$ cat src/rtl/lowres_data_bridge.sv
// lowres_data_bridge
// 32-bit data-path companion to the low-res opcode adapter. It snoops the
// opcode stream and moves exactly the payload each opcode implies:
//   ingest : host stream (s_*)      -> in-FIFO  -> core_data_in
//   dump   : core_data_out          -> out-FIFO -> host stream (m_*)
// A DEPTH-entry FIFO per direction decouples host and core backpressure.
//
// Ports
//   clk, rst                     clock, synchronous active-high reset
//   op_in[3:0], op_valid_in      opcode issued to the core (one-cycle valid)
//   s_valid/s_ready/s_data       host -> bridge stream
//   m_valid/m_ready/m_data       bridge -> host stream
//   core_data_in/core_valid_in/core_ready_rcv    bridge -> core stream
//   core_data_out/core_valid_out/core_ready_out  core -> bridge stream
//   busy                         transfer in progress
//   xfer_done                    one-cycle pulse when a transfer completes
//   err_proto                    sticky: opcode seen while not IDLE
//   state_dbg[2:0]               current FSM state, for checkers
//
// Handshake rule (all four streams): a word moves on a clk edge where
// valid && ready are both high; a raised valid holds with stable data until
// accepted, and ready never depends combinationally on the partner's valid.

module lowres_data_bridge #(
  parameter int DEPTH      = 4,
  parameter int PK_WORDS   = 328,
  parameter int SK_WORDS   = 632,
  parameter int SIG_WORDS  = 605,
  parameter int SEED_WORDS = 8,
  parameter int CNT_W      = 16
) (
  input  logic        clk,
  input  logic        rst,
  input  logic [3:0]  op_in,
  input  logic        op_valid_in,
  input  logic        s_valid,
  output logic        s_ready,
  input  logic [31:0] s_data,
  output logic        m_valid,
  input  logic        m_ready,
  output logic [31:0] m_data,
  output logic [31:0] core_data_in,
  output logic        core_valid_in,
  input  logic        core_ready_rcv,
  input  logic [31:0] core_data_out,
  input  logic        core_valid_out,
  output logic        core_ready_out,
  output logic        busy,
  output logic        xfer_done,
  output logic        err_proto,
  output logic [2:0]  state_dbg
);

  localparam int AW = $clog2(DEPTH);

  typedef enum logic [2:0] {
    IDLE      = 3'd0,
    IN_LEN    = 3'd1,
    IN_XFER   = 3'd2,
    IN_DRAIN  = 3'd3,
    OUT_XFER  = 3'd4,
    OUT_DRAIN = 3'd5,
    DONE      = 3'd6
  } state_t;

  state_t           state;
  logic [CNT_W-1:0] cnt;

  // Payload size in words for the low two opcode bits.
  function automatic logic [CNT_W-1:0] words_for(input logic [1:0] sel);
    case (sel)
      2'b00:   return CNT_W'(PK_WORDS);
      2'b01:   return CNT_W'(SK_WORDS);
      2'b10:   return CNT_W'(SIG_WORDS);
      default: return CNT_W'(SEED_WORDS);
    endcase
  endfunction

  // ---------------- in-FIFO (host -> core) ----------------
  logic [31:0] in_mem [DEPTH];
  logic [AW-1:0] in_wr, in_rd;
  logic [AW:0]   in_count;
  logic          in_full, in_push, in_pop;

  assign in_full       = (in_count == (AW+1)'(DEPTH));
  assign core_valid_in = (in_count != '0);
  // Gate the read data so the output is 0 whenever nothing is offered.
  assign core_data_in  = core_valid_in ? in_mem[in_rd] : '0;

  // The length word in IN_LEN is consumed without entering the FIFO.
  assign s_ready = (state == IN_LEN) || ((state == IN_XFER) && !in_full);
  assign in_push = s_valid && s_ready && (state == IN_XFER);
  assign in_pop  = core_valid_in && core_ready_rcv;

  always_ff @(posedge clk) begin
    if (in_push) in_mem[in_wr] <= s_data;
  end

  always_ff @(posedge clk) begin
    if (rst) begin
      in_wr    <= '0;
      in_rd    <= '0;
      in_count <= '0;
    end else begin
      if (in_push) in_wr <= in_wr + 1'b1;
      if (in_pop)  in_rd <= in_rd + 1'b1;
      case ({in_push, in_pop})
        2'b10:   in_count <= in_count + 1'b1;
        2'b01:   in_count <= in_count - 1'b1;
        default: in_count <= in_count;
      endcase
    end
  end

  // ---------------- out-FIFO (core -> host) ----------------
  logic [31:0] out_mem [DEPTH];
  logic [AW-1:0] out_wr, out_rd;
  logic [AW:0]   out_count;
  logic          out_full, out_push, out_pop;

  assign out_full       = (out_count == (AW+1)'(DEPTH));
  assign m_valid        = (out_count != '0);
  assign m_data         = m_valid ? out_mem[out_rd] : '0;
  assign core_ready_out = (state == OUT_XFER) && !out_full;
  assign out_push       = core_valid_out && core_ready_out;
  assign out_pop        = m_valid && m_ready;

  always_ff @(posedge clk) begin
    if (out_push) out_mem[out_wr] <= core_data_out;
  end

  always_ff @(posedge clk) begin
    if (rst) begin
      out_wr    <= '0;
      out_rd    <= '0;
      out_count <= '0;
    end else begin
      if (out_push) out_wr <= out_wr + 1'b1;
      if (out_pop)  out_rd <= out_rd + 1'b1;
      case ({out_push, out_pop})
        2'b10:   out_count <= out_count + 1'b1;
        2'b01:   out_count <= out_count - 1'b1;
        default: out_count <= out_count;
      endcase
    end
  end

  // ---------------- transfer FSM ----------------
  always_ff @(posedge clk) begin
    if (rst) begin
      state     <= IDLE;
      cnt       <= '0;
      err_proto <= 1'b0;
    end else begin
      // An opcode outside IDLE (DONE included) is flagged and otherwise ignored.
      if (op_valid_in && (state != IDLE)) err_proto <= 1'b1;

      case (state)
        IDLE: begin
          if (op_valid_in) begin
            if (op_in[3:2] == 2'b11) begin
              cnt   <= words_for(op_in[1:0]);
              state <= IN_XFER;
            end else if (op_in[3:2] == 2'b10) begin
              cnt   <= words_for(op_in[1:0]);
              state <= OUT_XFER;
            end else if (op_in == 4'b0001) begin
              state <= IN_LEN;
            end else if (op_in == 4'b0100) begin
              // Verify returns a single result word.
              cnt   <= CNT_W'(1);
              state <= OUT_XFER;
            end
          end
        end
        IN_LEN: begin
          if (s_valid) begin
            cnt   <= s_data[CNT_W-1:0];
            state <= (s_data[CNT_W-1:0] == '0) ? DONE : IN_XFER;
          end
        end
        IN_XFER: begin
          if (in_push) begin
            cnt <= cnt - 1'b1;
            if (cnt == CNT_W'(1)) state <= IN_DRAIN;
          end
        end
        IN_DRAIN: begin
          // Empty means the final core handshake has already happened.
          if (in_count == '0) state <= DONE;
        end
        OUT_XFER: begin
          if (out_push) begin
            cnt <= cnt - 1'b1;
            if (cnt == CNT_W'(1)) state <= OUT_DRAIN;
          end
        end
        OUT_DRAIN: begin
          if (out_count == '0) state <= DONE;
        end
        DONE:    state <= IDLE;
        default: state <= IDLE;
      endcase
    end
  end

  assign busy      = (state != IDLE) && (state != DONE);
  assign xfer_done = (state == DONE);
  assign state_dbg = state;

endmodule
$ cat config.mk
export PLATFORM = sky130hd
export DESIGN_NAME = lowres_data_bridge
export DESIGN_NICKNAME = d
export VERILOG_FILES = /design/src/rtl/lowres_data_bridge.sv
export SDC_FILE = /design/constraint.sdc
export NUM_CORES = 1
export LEC_CHECK = 0
export BUFFER_PORTS_ARGS = -buffer_cell sky130_fd_sc_hd__buf_2
export CORE_AREA = 2 2 152 154
export DETAILED_ROUTE_END_ITERATION = 7
export DIE_AREA = 0 0 154 156
export GPL_TIMING_DRIVEN = 0
export MAX_ROUTING_LAYER = met4
export PLACE_DENSITY = 0.75
export SLEW_MARGIN = 20
export SYNTH_ARGS = -nofsm -noshare
export SYNTH_HDL_FRONTEND = slang
export SYNTH_SLANG_ARGS = --single-unit
$ cat constraint.sdc
create_clock -name clk -period 5.3 [get_ports clk]
set_input_delay 0.795 -clock clk [delete_from_list [all_inputs] [get_ports clk]]
set_output_delay 0.795 -clock clk [all_outputs]
set_load 0.03 [all_outputs]
==> impl_metrics.py <==
metrics = {
    "power_and_ir_drop": {
        "p_comb_frac": 0.290,
        "p_seq_frac": 0.422,
        "power_density_mw_per_mm2": 456,
        "power_frac_clock": 0.288,
        "internal-power_mw": 4.43,
        "swShare": 0.323,
        "ir_drop_mv": 0.332,
        "finalPower_mw": 6.55,
        "power_switching_mw": 2.11,
        "leakage_nw": 5.04,
    },
    "setup_path": {
        "max_stage_delay_ns": 0.57,
        "path_max_fanout": 10,
        "crit_type": "flop to output pin",
        "critical_path.cell_chain": "clkbuf_1, buf_2, mux4_2, and2_1, buf_2",
        "cp-end-kind": "output pin",
        "start_kind": "flop",
        "worstPathArrival_ns": 2.42,
        "required_ns": 4.51,
        "cp_slowest_cell": "mux4_2",
        "cp_common_cell": "buf_2",
    },
    "timing": {
        "slew_violations": 0,
        "finalWorstSetupSlack_ns": 2.09,
        "period_minus_slack_ns": 3.21,
        "period_share": 0.606,
        "worst_pin_slew_ns": 0.859,
        "rsz0062_at_grt": "false",
        "finalSetupTns_ns": 0,
        "finalHoldViolCount": 0,
        "fin_skew_ns": 0.00913,
        "setup_viol": 0,
        "max_freq_mhz": 311,
        "maxSlewHeadroom": 0.424,
    },
    "route": {
        "dr.pass1.iters": 5,
        "post-route-drc-count": 0,
        "vias_per_cell": 5.71,
        "routed_wl_um": 24300,
        "vias": 6911,
        "wl_per_cell_um": 20.1,
        "drt_iter0_drc": 439,
        "ant_nets": 0,
    },
    "cells_and_area": {
        "nets": 993,
        "final_cells": 1210,
        "drive_gt1_frac": 0.321,
        "fin_area_mm2": 0.0143,
        "area_delta_synth_final_pct": 17.8,
    },
    "synthesis": {
        "post_synth_num_cell_types": 62,
        "synth_top_family_by_area": "multiplexers",
        "synthesis.nets": 806,
        "synth_compound_area_frac": 0.0489,
        "syn_inst": 713,
        "synth.mux.area_fraction": 0.121,
        "synth_warnings": 0,
        "synth_area_per_cell_um2": 17.1,
        "synth_ff_type": "edfxtp_1",
        "yosysSeqAreaShare": 0.694,
        "synth-simple-area-share": 0.0846,
        "async_flop_share": 0,
        "synthesis.area_mm2": 0.0122,
        "ys_ff_latch": 294,
        "synth_edf_count": 256,
        "synth_xor_area_frac": 0.0115,
        "synth_adder_area_share": 0.0206,
    },
    "floorplan": {
        "rows": 55,
        "core_area_mm2": 0.0224,
        "die_area_mm2": 0.0240,
        "die_h_um": 156,
        "initial_core_util": 0.544,
        "die_x_um": 154,
        "pin_count": 149,
    },
    "global_route": {
        "antenna_found_initial": 2,
        "grt_pass1_wl_um": 38800,
        "grt_max_degree": 29,
        "overflow": 0,
        "grt_pass1_vias": 7150,
        "grt.total_usage": 0.212,
    },
    "clocking": {
        "postCtsSetupRepairBufs": 0,
        "hold_buffers": 0,
        "cts_tree": "built",
        "clockBufferDepth": 3,
        "ctsRootBufferMaster": "clkbuf_16",
        "cts-buffers-inserted": 29,
        "path_clk_slew_ns": 0.06,
        "cts_sinks": 294,
        "cts_resized": 0,
        "htreeDepth": 1,
        "clk_latency_ns": 0.54,
    },
    "outcome": {
        "status": "finished, final reports clean",
    },
    "hold_path": {
        "hold_class": "input pin to flop",
    },
    "place": {
        "place_ws_ns": 2.58,
        "dpl_cell_area_mm2": 0.0135,
        "gp_congestion": 0.919,
        "dp.cells": 1154,
        "io_buffers": 148,
        "place_hpwl_um": 16500,
    },
    "flow_run": {
        "drv_cap": 0,
    },
}
## per-stage QoR
step	util	hold slack, ns
after detailed placement	0.602	0.461
after floorplan	-	0.461
final	0.641	0.466
after CTS	0.641	0.449
after global placement	0.593	0.454
after global routing	0.641	0.454
## Yosys cell counts, types with 2 or more instances
cell type,count,area share
o31ai_1,9,0.0056
mux2i_1,2,0.0016
buf_2,9,0.0037
nor3_1,7,0.0029
buf_4,2,0.0012
nand2_1,19,0.0059
mux4_2,64,0.12
edfxtp_1,256,0.63
fa_1,2,0.0033
or3_1,4,0.0021
and3_1,9,0.0046
inv_1,23,0.0071
xnor2_1,6,0.0043
a311oi_1,2,0.0014
nor3b_1,3,0.0019
dfxtp_1,38,0.062
nand2b_1,8,0.0041
o311ai_0,4,0.0029
o21ai_0,7,0.0029
clkbuf_1,17,0.0052
a22oi_1,8,0.0049
and2_1,68,0.035
a31oi_1,3,0.0015
nor4_1,6,0.0031
a21oi_1,24,0.0099
o211ai_1,3,0.0019
ha_1,16,0.016
xor2_1,10,0.0072
o32ai_1,2,0.0014
o22ai_1,2,0.0010
nor2b_1,3,0.0015
buf_1,4,0.0012
nand3_1,4,0.0016
nor2_1,32,0.0099
nand4b_1,3,0.0022
a211oi_1,8,0.0049
## registers in the layout (all words and copies together), names as in the netlist, named ones only
signal,cells
out_count,3
err_proto,1
cnt,16
in_mem,128
in_rd,2
in_count,3
state_dbg,3
out_wr,2
out_mem,128
in_wr,2
out_rd,2
## area by class of cell
class | instances | area, um^2
timing repair buffer | 156 | 923
clock inverter | 21 | 135
antenna | 2 | 5.00
sequential | 294 | 8450
inverter | 23 | 86.3
clock buffer | 33 | 741
tap | 285 | 357
buffer | 33 | 150
fill | 1598 | 8020
multi-input combinational | 363 | 3500
## layout by cell type (no fill, tap or decap), drive strengths merged, types with 7 or more instances in the layout
cell	synthesis	final
edfxtp	256	256
buf	16	172
and2	68	68
mux4	64	64
clkbuf	17	50
dfxtp	38	38
nor2	32	32
inv	23	26
a21oi	25	25
nand2	20	20
ha	16	16
clkinv	0	16
xor2	10	10
o31ai	9	9
and3	9	9
nand2b	8	8
a211oi	8	8
a22oi	8	8
nor3	8	8
nor4	8	8
o21ai	7	7
## path summary, 6_finish.rpt
kind / startpoint / endpoint / slack [ns] / depth (start not counted)
worst min register to register: err_proto / err_proto / 0.47 / 2
worst min-delay path: core_data_out[6] / out_mem[3][6] / 0.47 / 1
worst max-delay path: flop / m_data[11] / 2.09 / 5
worst max register to register: state_dbg[0] / in_count[2] / 2.57 / 11
## critical path, delay by kind of cell (launching register included)
| kind | cells | cell delay, ns |
|---|---|---|
| buffers and inverters | 3 | 0.81 |
| DFF | 1 | 0.31 |
| and+or+nand+nor | 1 | 0.19 |
| muxes | 1 | 0.57 |
## cell families after synthesis
| kind of cell | Yosys count |
|---|---|
| XOR/XNOR | 16 |
| multiplexers | 67 |
| adder cells (fa/ha/maj) | 19 |
| flip-flops | 294 |
| AO/OA/AOI/OAI | 83 |
| buffers and inverters | 56 |
| AND/OR/NAND/NOR | 178 |
## power groups by stage
stage | clock, mW | sequential (mW) | combinational, mW
final | 1.88 | 2.76 | 1.90
after global routing | 2.01 | 2.78 | 2.07
after floorplan | 0 | 2.81 | 1.37
after detailed placement | 0 | 2.81 | 1.90
after global placement | 0 | 2.81 | 1.86
after CTS | 1.92 | 2.76 | 1.90
## metal layers
layer	vias to the layer above	track usage	routed length, um
li1	3187	-	-
met4	0	0.0521	526
met3	44	0.0442	1580
met2	213	0.362	12200
met5	-	-	0
met1	3467	0.263	9990
Power figures use the tool's default switching activity.
